File: config.mk
export PLATFORM = sky130hd
export DESIGN_NAME = wb_rr_arb4
export DESIGN_NICKNAME = d
export VERILOG_FILES = /design/src/rtl/wb_rr_arb4.sv
export SDC_FILE = /design/constraint.sdc
export NUM_CORES = 1
export LEC_CHECK = 0
export CORE_UTILIZATION = 35
export CTS_BUF_LIST = sky130_fd_sc_hd__clkbuf_4
export DETAILED_ROUTE_END_ITERATION = 7
export PLACE_DENSITY_LB_ADDON = 0.05
export SLEW_MARGIN = 20
export SYNTH_ARGS = -nofsm -noshare
export SYNTH_HDL_FRONTEND = slang
export SYNTH_SLANG_ARGS = --single-unit
export TNS_END_PERCENT = 10
File: constraint.sdc
create_clock -name clk -period 3 [get_ports clk]
set_input_delay 0.6 -clock clk [delete_from_list [all_inputs] [get_ports clk]]
set_output_delay 0.6 -clock clk [all_outputs]
set_load 0.005 [all_outputs]
File: src/rtl/wb_rr_arb4.sv
// Four-way round-robin arbiter with a one-entry registered output.
// It drives the select of the downstream 4:1 data mux and holds one transfer.
module wb_rr_arb4 #(
    parameter int WIDTH = 32
) (
    input  logic               clk,
    input  logic               reset,
    input  logic [3:0]         in_valid,
    input  logic [4*WIDTH-1:0] in_data,
    output logic [3:0]         in_ready,
    output logic               out_valid,
    output logic [WIDTH-1:0]   out_data,
    output logic [1:0]         out_src,
    input  logic               out_ready
);

    logic [1:0]       ptr_p1;
    logic             vld_p1;
    logic [WIDTH-1:0] data_p1;
    logic [1:0]       src_p1;

    logic             load_en;
    logic             gnt_vld;
    logic [1:0]       gnt;
    logic             xfer;
    logic [WIDTH-1:0] mux_data;

    // Returns {found, index} of the first set request at or after base, wrapping.
    function automatic logic [2:0] rr_pick(input logic [3:0] req, input logic [1:0] base);
        logic [2:0] r;
        logic [1:0] idx;
        r = 3'b000;
        for (int k = 3; k >= 0; k--) begin
            idx = base + 2'(k);
            if (req[idx]) begin
                r = {1'b1, idx};
            end
        end
        return r;
    endfunction

    always_comb begin
        load_en        = !vld_p1 || out_ready;
        {gnt_vld, gnt} = rr_pick(in_valid, ptr_p1);
        xfer           = !reset && load_en && gnt_vld;
    end

    always_comb begin
        in_ready = 4'b0000;
        if (xfer) begin
            in_ready[gnt] = 1'b1;
        end
    end

    always_comb begin
        case (gnt)
            2'd0:    mux_data = in_data[0*WIDTH +: WIDTH];
            2'd1:    mux_data = in_data[1*WIDTH +: WIDTH];
            2'd2:    mux_data = in_data[2*WIDTH +: WIDTH];
            default: mux_data = in_data[3*WIDTH +: WIDTH];
        endcase
    end

    // Stage p1: output register and priority pointer
    always_ff @(posedge clk) begin
        if (reset) begin
            vld_p1  <= 1'b0;
            data_p1 <= '0;
            src_p1  <= 2'd0;
            ptr_p1  <= 2'd0;
        end else if (load_en) begin
            if (xfer) begin
                vld_p1  <= 1'b1;
                data_p1 <= mux_data;
                src_p1  <= gnt;
                ptr_p1  <= gnt + 2'd1;
            end else begin
                vld_p1  <= 1'b0;
            end
        end
    end

    assign out_valid = vld_p1;
    assign out_data  = data_p1;
    assign out_src   = src_p1;

endmodule
==> results.txt <==
The worst register-to-register path ends at out_data[29]. The clock net sink count came out at 37. STA classifies the critical path endpoint as an output port. The final-report hold violation count came to 0. The maximum level of the CTS H-tree came out at 2. The largest net degree at the start of global routing came out at 67. In this run the core area contains 29 standard-cell rows. The number of remaining DRC errors came out at 0. The remaining max-slew budget at the tightest pin came out at 0.559.

Adding up every negative setup slack in the final design gives 0 ns. The delay of the slowest critical-path stage is 0.49 ns. The detail-routed net length per standard cell came out at 14.6 um.

The overflow left after global routing is 0. The register area is 741 um2. For the finished layout, the period the worst path requires is 2.82 ns. The diode insertion count for antenna repair is 0.

The detail route stage leaves a number of antenna-violating nets equal to 0. The worst hold path terminates at out_data[25]. The clock network latency to the later pin of the worst-skew pair is 0.33 ns. The overall routing resource usage is 0.217.

The number of clock buffers added by TritonCTS is 5. Relative to the synthesized area, the layout overhead comes to 83.8%. In this run the tool buffered the top-level ports with 173 buffer cells. The startpoint identified for the worst register-to-register timing path is ptr_p1[0]. The number of DRC markers after the initial detailed-route iteration came out at 78. No sink is reached through more buffers than the 2 on the longest clock path.

The flow ran to the end, and the final reports show no timing, DRC or antenna violations. The average size of a mapped cell came out at 7.70 um2. The vertical die dimension is 82.7 um. The max-slew violation count came to 0. The multi-input combinational cells in the finished layout cover a total of 0.00128 mm2. The cell chosen for the clock root is clkbuf_4. On the final layout, the worst hold slack is 0.455 ns. The most common cell after layout, fill and taps aside is clkdlybuf4s50_1.

STA classifies the critical path startpoint as a primary input. The critical path is of the in -> out type. In this design, the largest share of critical-path delay is due to buffers and inverters. The placeable core region came out at 0.00631 mm2. The number of maximum-capacitance constraint violations came out at 0. The type of the most critical hold path is reg -> reg. The total of hold buffers inserted after clock tree synthesis is 0. The maximum clock frequency came out at between 300 and 400 MHz.

The global placement routability congestion came out at 0.734. The first-pass GRT wire length is around 11,000 um. Traced cell by cell, the critical path runs through dlymetal6s2s_1 > nor2b_2 > a21boi_1 > o32ai_1 > buf_4 > ha_1 > and2_1 > clkdlybuf4s50_1.

The post-route fraction of the period consumed by the critical path is 0.939. The highest-delay cell along the critical path is clkdlybuf4s50_1. Setup repair after global routing left no endpoint under its margin.

The share of synthesized area in the top cell type comes to 0.325. The total I/O pin count came out at 174. The worst reg2reg path depth came out at 9. After filler insertion, the fill cell instance count of the layout stands at 570. The worst setup skew after layout is 0.0120 ns.

The buffering stage count on the worst path with inverters included came out at 3. The clock slew at the register clock pins of the worst setup and hold paths came out at approximately 0.11 ns. In this run the most critical hold path is launched from out_data[25]. Summed over all instances, the cell type with the most area after synthesis is dfxtp_1. The proportion of synthesized chip area in sequential cells came out at 0.325. By area the synthesized netlist is led by dfxtp_1 (32%), a21oi_1 (14%), a221o_1 (14%), a22oi_1 (11%), inv_1 (5.8%).

The critical path arrival came out at about 2.2 ns. The width of the die came out at between 80 and 90 um. The reg2reg setup slack came out at 0.74 ns. The worst-case IR drop observed on VDD is 0.246 mV. The post-synth design cell area is 0.00228 mm2. TritonCTS built the clock tree.

The total setup violations reported at the end of the flow is 0. The static leakage power is approximately 1.7 nW. In the layout the commonest cells are clkdlybuf4s50_1 (166), a21oi_1 (66), dfxtp_1 (37). The fraction of final layout cells sized beyond drive strength 1 is 0.0691.

The number of antenna violations at the first check in global routing is 0. The starting utilization of the core area is 0.361. The floorplan die area is 0.00684 mm2.

The routed layout has 2,789 vias. Before antenna repair, the detailed router went through 4 iterations. The number of register bits inferred by synthesis is 37. Counting every net in the synthesized netlist gives 436.

The endpoint required time on the critical path came out at between 2 and 2.5 ns. Dividing the detail-routed via count by the number of cells gives 5.16. The instance count along the most critical hold path is 2.

Summed over all nets, the half-perimeter wirelength after detailed placement is 5680 um. The post-detailed-routing wire length is 7860 um. The gate count after technology mapping came out at between 200 and 300.

The via count of the first global-routing pass came out at roughly 2.5k. For the pin with the worst max-slew slack, the measured transition is 0.661 ns. The Yosys step of the flow raised 0 warnings. The final layout net count is 602. Of all nets on the critical path, the largest fanout is 4. For this design the ratio of total power to cell area is between 400 and 500 mW/mm2.

The count of cell types in the netlist came out at 25.
synth_stat cells, drive strengths merged:
cell	instances
a21oi	66
dfxtp	37
inv	35
nand2	33
a221o	32
a22oi	32
clkbuf	17
buf	13
ha	5
and2	4
nor2	4
nor2b	4
a211oi	2
nand3b	2
o21ai	2
a21boi	1
a21o	1
nand2b	1
nor3	1
nor3b	1
nor4	1
o22a	1
o32ai	1
power by group:
group	leakage [nW]	switching, mW	internal [mW]	total, mW
Sequential	0.306	0.0405	0.570	0.610
Combinational	1.35	0.354	0.512	0.866
Clock	0.0368	0.158	0.121	0.278
layout make-up:
type / count / share of cell area
multi-input combinational: 194 / 0.306
timing repair buffer: 189 / 0.448
clock buffer: 8 / 0.0143
inverter: 35 / 0.0314
sequential: 37 / 0.177
tap: 77 / 0.0230
per-layer routing:
layer / global-route usage / wire length (um)
met3: 0.0549 / 675
met5: 0 / 0
met2: 0.407 / 3970
met1: 0.237 / 3080
met4: 0.0690 / 140
flip-flops by register name, summed over array words and instances, names as in the netlist:
| signal | cells |
|---|---|
| out_data | 32 |
| out_src | 2 |
| out_valid | 1 |
| ptr_p1 | 2 |
worst max-delay path by stage:
stage | startpoint | to | cells past startpoint
2_1_floorplan | in_valid[2] | in_ready[2] | 8
3_3_place_gp | in_valid[2] | in_ready[2] | 9
3_5_place_dp | in_valid[2] | in_ready[2] | 9
4_1_cts | in_valid[0] | in_ready[0] | 8
5_1_grt | in_valid[2] | in_ready[0] | 8
6_report | in_valid[2] | in_ready[0] | 8
timing repair:
item | CTS | global route
pin swaps | 2 | 1
endpoints found under the setup margin | 4 | 3
gates resized for setup | 7 | 7
buffers inserted | 0 | 2
logic make-up after synthesis:
group                    synth area share
AO/OA/AOI/OAI                       0.419
buffers and inverters               0.121
adder cells (fa/ha/maj)            0.0274
flip-flops                          0.325
AND/OR/NAND/NOR                     0.107
worst min-delay path: cells and delay by family, from the launching register on:
family | cells | cell delay (ns)
simple gates | 1 | 0.05
flops | 1 | 0.32
compound gates | 1 | 0.05
metrics by stage:
stage	instances	power, mW	worst slack [ns]	utilization	instance area (um2)
6_report	540	1.75	0.183	0.664	4190
5_1_grt	540	1.87	0.0627	0.664	4190
4_1_cts	538	1.76	-0.0884	0.658	4160
3_5_place_dp	530	1.48	-0.244	0.649	4100
3_3_place_gp	530	1.47	-0.146	0.649	4100
2_1_floorplan	296	1.03	0.354	-	2280
Note: power is estimated with default switching activity, not from simulation.
